===== config.mk =====
export PLATFORM = sky130hd
export DESIGN_NAME = decode_stage_flat
export DESIGN_NICKNAME = d
export VERILOG_FILES = /design/src/rtl/isa_pkg.sv /design/src/rtl/decode_stage_if.sv /design/src/rtl/scalar_regfile.sv /design/src/rtl/decode_stage.sv /design/src/flat_wrapper.sv
export SDC_FILE = /design/constraint.sdc
export NUM_CORES = 1
export LEC_CHECK = 0
export CAP_MARGIN = 25
export CORE_AREA = 2 2 170 172
export CTS_CLUSTER_DIAMETER = 80
export DETAILED_ROUTE_END_ITERATION = 12
export DIE_AREA = 0 0 172 174
export PLACE_DENSITY = 0.8
export SLEW_MARGIN = 10
export SYNTH_ARGS = -nofsm -noshare
export SYNTH_HDL_FRONTEND = slang
export SYNTH_SLANG_ARGS = --single-unit

===== constraint.sdc =====
create_clock -name clk -period 3.7 [get_ports clk]
set_input_delay 0.555 -clock clk [delete_from_list [all_inputs] [get_ports clk]]
set_output_delay 0.555 -clock clk [all_outputs]
set_load 0.05 [all_outputs]

===== src/rtl/isa_pkg.sv =====
`default_nettype none
// ============================================================================
// Module      : isa_pkg
// Description : Shared ISA definitions for the decode stage and register
//               file: opcodes, instruction field positions, datapath widths
//               and the decode FSM state encoding.
// Revision    : 1.0 - initial release
// ============================================================================
package isa_pkg;

    localparam int INST_W = 24;
    localparam int PC_W   = 16;
    localparam int REG_W  = 16;
    localparam int NREGS  = 16;
    localparam int REG_AW = 4;
    localparam int OP_W   = 4;

    localparam logic [OP_W-1:0] OP_NOP  = 4'h0;
    localparam logic [OP_W-1:0] OP_BEQZ = 4'hD;
    localparam logic [OP_W-1:0] OP_JMP  = 4'hE;
    localparam logic [OP_W-1:0] OP_HALT = 4'hF;

    // Instruction field bit positions
    localparam int OP_MSB  = 23;
    localparam int OP_LSB  = 20;
    localparam int RD_MSB  = 19;
    localparam int RD_LSB  = 16;
    localparam int RS1_MSB = 15;
    localparam int RS1_LSB = 12;
    localparam int RS2_MSB = 11;
    localparam int RS2_LSB = 8;
    localparam int IMM_MSB = 15;
    localparam int IMM_LSB = 0;

    typedef enum logic [1:0] {
        ST_RUN      = 2'd0,
        ST_REDIRECT = 2'd1,
        ST_HALTED   = 2'd2
    } dec_state_e;

endpackage
`default_nettype wire


===== src/rtl/decode_stage_if.sv =====
`default_nettype none
// ============================================================================
// Module      : decode_stage_if
// Description : Bundle between fetch/writeback and the decode stage.
//               master : drives instruction and writeback, receives decode.
//               slave  : the decode stage itself.
//   instruction      fetched instruction word
//   wbEn/wbAddr/wbData  register writeback
//   pcWrEn/newPc     redirect request and target back to fetch
//   valid, opcode, rd, rs1Data, rs2Data, imm  decoded outputs to execute
// Revision    : 1.0 - initial release
// ============================================================================
interface decode_stage_if #(
    parameter int instSize = 24
);
    import isa_pkg::*;

    logic [instSize-1:0] instruction;
    logic                wbEn;
    logic [REG_AW-1:0]   wbAddr;
    logic [REG_W-1:0]    wbData;
    logic                pcWrEn;
    logic [instSize-9:0] newPc;
    logic                valid;
    logic [OP_W-1:0]     opcode;
    logic [REG_AW-1:0]   rd;
    logic [REG_W-1:0]    rs1Data;
    logic [REG_W-1:0]    rs2Data;
    logic [REG_W-1:0]    imm;

    modport master (
        output instruction, wbEn, wbAddr, wbData,
        input  pcWrEn, newPc, valid, opcode, rd, rs1Data, rs2Data, imm
    );

    modport slave (
        input  instruction, wbEn, wbAddr, wbData,
        output pcWrEn, newPc, valid, opcode, rd, rs1Data, rs2Data, imm
    );

endinterface
`default_nettype wire


===== src/rtl/scalar_regfile.sv =====
`default_nettype none
// ============================================================================
// Module      : scalar_regfile
// Description : 16 x 16-bit register file, three combinational read ports,
//               one write port. R0 is hard-wired to zero. A write in flight
//               is forwarded to any read of the same (non-zero) index.
//   clk, rst            clock, synchronous active-high reset (clears all)
//   wr_en/wr_addr/wr_data  write port, stored on the rising edge
//   rd_addr[3]/rd_data[3]  read ports
// Revision    : 1.0 - initial release
// ============================================================================
module scalar_regfile
    import isa_pkg::*;
(
    input  wire logic              clk,
    input  wire logic              rst,
    input  wire logic              wr_en,
    input  wire logic [REG_AW-1:0] wr_addr,
    input  wire logic [REG_W-1:0]  wr_data,
    input  wire logic [REG_AW-1:0] rd_addr [3],
    output logic      [REG_W-1:0]  rd_data [3]
);

    logic [REG_W-1:0] r_regs [NREGS];

    always_ff @(posedge clk) begin
        if (rst) begin
            for (int i = 0; i < NREGS; i++) begin
                r_regs[i] <= '0;
            end
        end else if (wr_en && (wr_addr != '0)) begin
            r_regs[wr_addr] <= wr_data;
        end
    end

    generate
        for (genvar g = 0; g < 3; g++) begin : g_read
            assign rd_data[g] = (rd_addr[g] == '0)                ? '0      :
                                (wr_en && (wr_addr == rd_addr[g])) ? wr_data :
                                                                     r_regs[rd_addr[g]];
        end
    endgenerate

endmodule
`default_nettype wire


===== src/rtl/decode_stage.sv =====
`default_nettype none
// ============================================================================
// Module      : decode_stage
// Description : IF/ID register, operand read, field decode and branch
//               resolution. JMP/BEQZ redirect fetch; the one wrong-path
//               instruction behind a taken branch is squashed; HALT stops
//               issue until reset.
//   clk    rising-edge clock
//   reset  synchronous active-high reset
//   bus    decode_stage_if.slave (instruction/writeback in, decode out)
// Revision    : 1.0 - initial release
// ============================================================================
module decode_stage
    import isa_pkg::*;
(
    input  wire logic     clk,
    input  wire logic     reset,
    decode_stage_if.slave bus
);

    logic [INST_W-1:0] r_inst;
    logic              r_valid;
    logic [PC_W-1:0]   r_target;
    dec_state_e        r_state;
    dec_state_e        w_state_next;

    logic [OP_W-1:0]   w_op;
    logic [REG_AW-1:0] w_rd;
    logic [PC_W-1:0]   w_imm;
    logic [REG_AW-1:0] w_rd_addr [3];
    logic [REG_W-1:0]  w_rd_data [3];
    logic              w_live;
    logic              w_taken;
    logic              w_pc_wr;
    logic [PC_W-1:0]   w_new_pc;

    assign w_op  = r_inst[OP_MSB:OP_LSB];
    assign w_rd  = r_inst[RD_MSB:RD_LSB];
    assign w_imm = r_inst[IMM_MSB:IMM_LSB];

    // Port 2 reads R[rd] for the BEQZ zero test.
    assign w_rd_addr[0] = r_inst[RS1_MSB:RS1_LSB];
    assign w_rd_addr[1] = r_inst[RS2_MSB:RS2_LSB];
    assign w_rd_addr[2] = w_rd;

    scalar_regfile u_regfile (
        .clk     (clk),
        .rst     (reset),
        .wr_en   (bus.wbEn),
        .wr_addr (bus.wbAddr),
        .wr_data (bus.wbData),
        .rd_addr (w_rd_addr),
        .rd_data (w_rd_data)
    );

    // Only an instruction issued in RUN may branch or halt; the wrong-path
    // slot (REDIRECT) and anything after HALT are inert.
    assign w_live  = r_valid && (r_state == ST_RUN);
    assign w_taken = w_live && ((w_op == OP_JMP) ||
                                ((w_op == OP_BEQZ) && (w_rd_data[2] == '0)));

    always_ff @(posedge clk) begin
        if (reset) begin
            r_state  <= ST_RUN;
            r_valid  <= 1'b0;
            r_inst   <= '0;
            r_target <= '0;
        end else begin
            r_state <= w_state_next;
            r_valid <= 1'b1;
            r_inst  <= bus.instruction;
            if (w_taken) begin
                r_target <= w_imm;
            end
        end
    end

    always_comb begin
        w_state_next = r_state;
        w_pc_wr      = 1'b0;
        w_new_pc     = w_imm;
        case (r_state)
            ST_RUN: begin
                if (w_taken) begin
                    w_pc_wr      = 1'b1;
                    w_state_next = ST_REDIRECT;
                end else if (w_live && (w_op == OP_HALT)) begin
                    w_state_next = ST_HALTED;
                end
            end
            ST_REDIRECT: begin
                // Fetch muxes newPc one cycle after pcWrEn, so hold the target.
                w_new_pc     = r_target;
                w_state_next = ST_RUN;
            end
            ST_HALTED: begin
                w_state_next = ST_HALTED;
            end
            default: begin
                w_state_next = ST_RUN;
            end
        endcase
    end

    assign bus.pcWrEn  = w_pc_wr;
    assign bus.newPc   = w_new_pc;
    assign bus.valid   = w_live;
    assign bus.opcode  = w_op;
    assign bus.rd      = w_rd;
    assign bus.rs1Data = w_rd_data[0];
    assign bus.rs2Data = w_rd_data[1];
    assign bus.imm     = w_imm;

endmodule
`default_nettype wire


===== src/flat_wrapper.sv =====
// flat-port wrapper written by rule: the top's interface ports become plain ports
module decode_stage_flat import isa_pkg::*;
  (clk, reset, bus_instruction, bus_wbEn, bus_wbAddr, bus_wbData, bus_pcWrEn, bus_newPc, bus_valid, bus_opcode, bus_rd, bus_rs1Data, bus_rs2Data, bus_imm);
  decode_stage_if #(.instSize(24)) bus_i ();
  input  wire logic clk;
  input  wire logic reset;
  input wire logic [$bits(bus_i.instruction)-1:0] bus_instruction;
  input wire logic [$bits(bus_i.wbEn)-1:0] bus_wbEn;
  input wire logic [$bits(bus_i.wbAddr)-1:0] bus_wbAddr;
  input wire logic [$bits(bus_i.wbData)-1:0] bus_wbData;
  output wire logic [$bits(bus_i.pcWrEn)-1:0] bus_pcWrEn;
  output wire logic [$bits(bus_i.newPc)-1:0] bus_newPc;
  output wire logic [$bits(bus_i.valid)-1:0] bus_valid;
  output wire logic [$bits(bus_i.opcode)-1:0] bus_opcode;
  output wire logic [$bits(bus_i.rd)-1:0] bus_rd;
  output wire logic [$bits(bus_i.rs1Data)-1:0] bus_rs1Data;
  output wire logic [$bits(bus_i.rs2Data)-1:0] bus_rs2Data;
  output wire logic [$bits(bus_i.imm)-1:0] bus_imm;
  assign bus_i.instruction = bus_instruction;
  assign bus_i.wbEn = bus_wbEn;
  assign bus_i.wbAddr = bus_wbAddr;
  assign bus_i.wbData = bus_wbData;
  assign bus_pcWrEn = bus_i.pcWrEn;
  assign bus_newPc = bus_i.newPc;
  assign bus_valid = bus_i.valid;
  assign bus_opcode = bus_i.opcode;
  assign bus_rd = bus_i.rd;
  assign bus_rs1Data = bus_i.rs1Data;
  assign bus_rs2Data = bus_i.rs2Data;
  assign bus_imm = bus_i.imm;
  decode_stage u_core (.clk(clk), .reset(reset), .bus(bus_i));
endmodule

==> flow_summary.json <==
{
  "drc": 0,
  "worstHoldStart": "reset",
  "report.final.slew_viol_count": 0,
  "holdPathStages": 1,
  "core_um2": 28240,
  "crit_type": "flip-flop to output port",
  "die_x_um": 172,
  "r2r_slack_ns": 0.85,
  "via_per_inst": 6.783,
  "hold_slack_ns": 0.4513,
  "ant_nets": 0,
  "dp.cells": 1685,
  "hp-class": "input pin to flip-flop",
  "finalHoldViolCount": 0,
  "outcome": "finished clean",
  "reg2reg_depth": 8,
  "synth_top_area_cell": "edfxtp_1",
  "finalPower_mw": 8.771,
  "r2r-end": "u_core.r_target[2]",
  "cpPeakStageDelay_ns": 0.86,
  "yosysUniqueCellTypes": 52,
  "groute.usage.overall_pct": 34.42,
  "syn_area_per_cell_um2": 13.98,
  "crit_chain": "nand2b_1, a211oi_1, a2111oi_0, a21oi_1, a2111oi_4, a22oi_2, inv_2, buf_4",
  "clk_pin_slew_ns": 0.06,
  "fin_worst_skew_ns": 0.02156,
  "yosysMostFrequentCell": "edfxtp_1",
  "fillers": 1898,
  "multi_input_area_um2": 7690,
  "wl_per_cell_um": 28.87,
  "synth_edf_count": 256,
  "cts_sinks": 299,
  "synth_common_cells": "edfxtp_1, and2_1, mux4_2",
  "critPathArrivalTime_ns": 3.05,
  "io_pins": 121,
  "crit_path_start_kind": "flip-flop",
  "worst_pin_slew_ns": 0.9163,
  "hpwl_um": 35440,
  "vdd_drop_max_mv": 0.3432,
  "nets": 1389,
  "power_density_nw_per_um2": 438.1,
  "fin_cells": 1749,
  "drive_gt1_share_pct": 26.81,
  "synthCells": 1188,
  "ys_warn_count": 0,
  "design_area_um2": 20020,
  "seq_area_um2": 8562,
  "grt_pass1_vias": 12065,
  "cts_made_buffers": 31,
  "netlist_area_um2": 16610,
  "place_worst_setup_slack_ns": 0.4394,
  "clk_latency_ns": 0.57,
  "cp_slowest_cell": "dfxtp_1",
  "slew-limit-headroom_pct": 38.40,
  "syn2layout_area_growth_pct": 20.56,
  "postCtsHoldBufs": 0,
  "cts.htree.levels": 1,
  "root_buffer": "clkbuf_16",
  "min_period_ns": 3.607,
  "endpoint_kind": "output port",
  "drtIter0Drc": 1574,
  "grt_max_degree": 50,
  "ys.flop_type": "edfxtp_1",
  "placedInstanceArea_um2": 18960,
  "diodes": 0,
  "drt-pass1-iter-count": 8,
  "maxCapViolCount": 0,
  "required_ns": 3.14,
  "finalSetupViolations": 0,
  "portBuffers": 120,
  "via_count": 11863,
  "rsz0062_at_grt": "false",
  "ys_seq_area_share_pct": 51.47,
  "wirelength_um": 50490,
  "synth_top_area_share_pct": 46.29,
  "placementRows": 62,
  "antenna_found_initial": 0,
  "grt_pass1_wl_um": 74770,
  "ys_top_cells_by_area": "edfxtp_1, mux4_2, and2_1",
  "p_leak_nw": 7.149,
  "worst-path-buf-inv": 2,
  "grt_overflow": 0,
  "start_util_pct": 58.82,
  "synthArstFlopShare_pct": 0,
  "gp_congestion": 0.9248,
  "die-area_um2": 29930,
  "min_to": "u_core.u_regfile.r_regs[0][2]",
  "fmax_mhz": 277.2,
  "die_height_um": 174,
  "worst_slack_ns": 0.09305,
  "utilization_pct": 70.91,
  "path_delay_family": "compound AO/OA/AOI/OAI gates",
  "reg2reg_from": "u_core.r_inst[19]",
  "clock_path_buffers": 3,
  "setup_tns_ns": 0,
  "cts_tree": "yes",
  "crit_fanout": 14,
  "synth-seq-cells": 299,
  "min_period_over_period_pct": 97.49
}
## layer usage
metal / vias to the layer above / global-route usage [%] / wire length, um
met1: 5879 / 42.53 / 17020
met2: 907 / 56.04 / 24420
met3: 199 / 8.652 / 5969
met4: 0 / 18.35 / 3082
li1: 4878 / - / -
met5: - / 0 / 0
## power by group
part / switching, mW / internal, mW
combinational: 0.909 / 0.780
clock: 1.31 / 1.74
sequential: 0.186 / 3.85
total: 2.40 / 6.37
## layout make-up
class | instances | area share (%)
clock buffer | 38 | 4.005
inverter | 3 | 0.05624
timing repair buffer | 208 | 11.54
sequential | 299 | 42.76
multi-input combinational | 799 | 38.41
tap | 384 | 2.400
clock inverter | 18 | 0.8311
## placed cells by master (no fill, tap or decap), drive strengths merged, types with 2 or more instances in the layout
cell type      synthesis  routed
edfxtp               256     256
and2                 240     240
mux4                 161     161
buf                   35     122
clkdlybuf4s50          0      86
nor2                  70      70
mux2i                 50      50
nand2                 44      44
dfxtp                 43      43
clkbuf                67      38
nor4                  33      33
nor2b                 25      25
nor3                  21      21
o21ai                 18      18
mux2                  16      16
conb                   1      16
clkinv                 0      14
or4                   11      11
xor2                  10      10
nand3                  9       9
a31oi                  8       8
nand2b                 7       7
o41ai                  7       7
a211oi                 6       6
or4b                   5       5
a21oi                  5       5
nand4                  4       4
or2                    4       4
o22ai                  4       4
a22oi                  4       4
xnor2                  3       3
bufinv                 0       3
a2111oi                3       3
inv                    3       3
nor3b                  2       2
nand3b                 2       2
o31ai                  2       2
## timing repair
| action | 4_1_cts | 5_1_grt |
|---|---|---|
| setup buffers | 1 | 7 |
| setup endpoints to repair | 4 | 4 |
| resized for setup | 0 | 3 |
| cloned | 0 | 0 |
## worst max-delay path by stage
stage | startpoint | end | slack [ns] | cells after the start
2_1_floorplan | u_core.r_state[1] | bus_pcWrEn | 0.28 | 8
3_3_place_gp | u_core.r_inst[8] | bus_rs2Data[5] | 0.48 | 6
3_5_place_dp | bus_wbAddr[2] | bus_rs1Data[14] | 0.44 | 8
4_1_cts | u_core.r_inst[9] | bus_rs2Data[4] | 0.009 | 6
5_1_grt | u_core.r_inst[18] | bus_pcWrEn | 0.006 | 8
6_report | u_core.r_inst[18] | bus_pcWrEn | 0.09 | 8
## sequential cells by signal (all words and copies together), names as in the netlist
name	cells
u_core.r_inst	24
u_core.r_state	2
u_core.r_target	16
u_core.r_valid	1
u_core.u_regfile.r_regs	256
## cell families after synthesis
| logic type | count (synthesis) | synth area share, % |
|---|---|---|
| flip-flops | 299 | 51.47 |
| AND/OR/NAND/NOR | 481 | 16.45 |
| XOR/XNOR | 13 | 0.6856 |
| buffers and inverters | 105 | 2.757 |
| multiplexers | 227 | 25.93 |
| other | 1 | 0.02258 |
| AO/OA/AOI/OAI | 62 | 2.682 |
(Power assumes the default switching activity.)
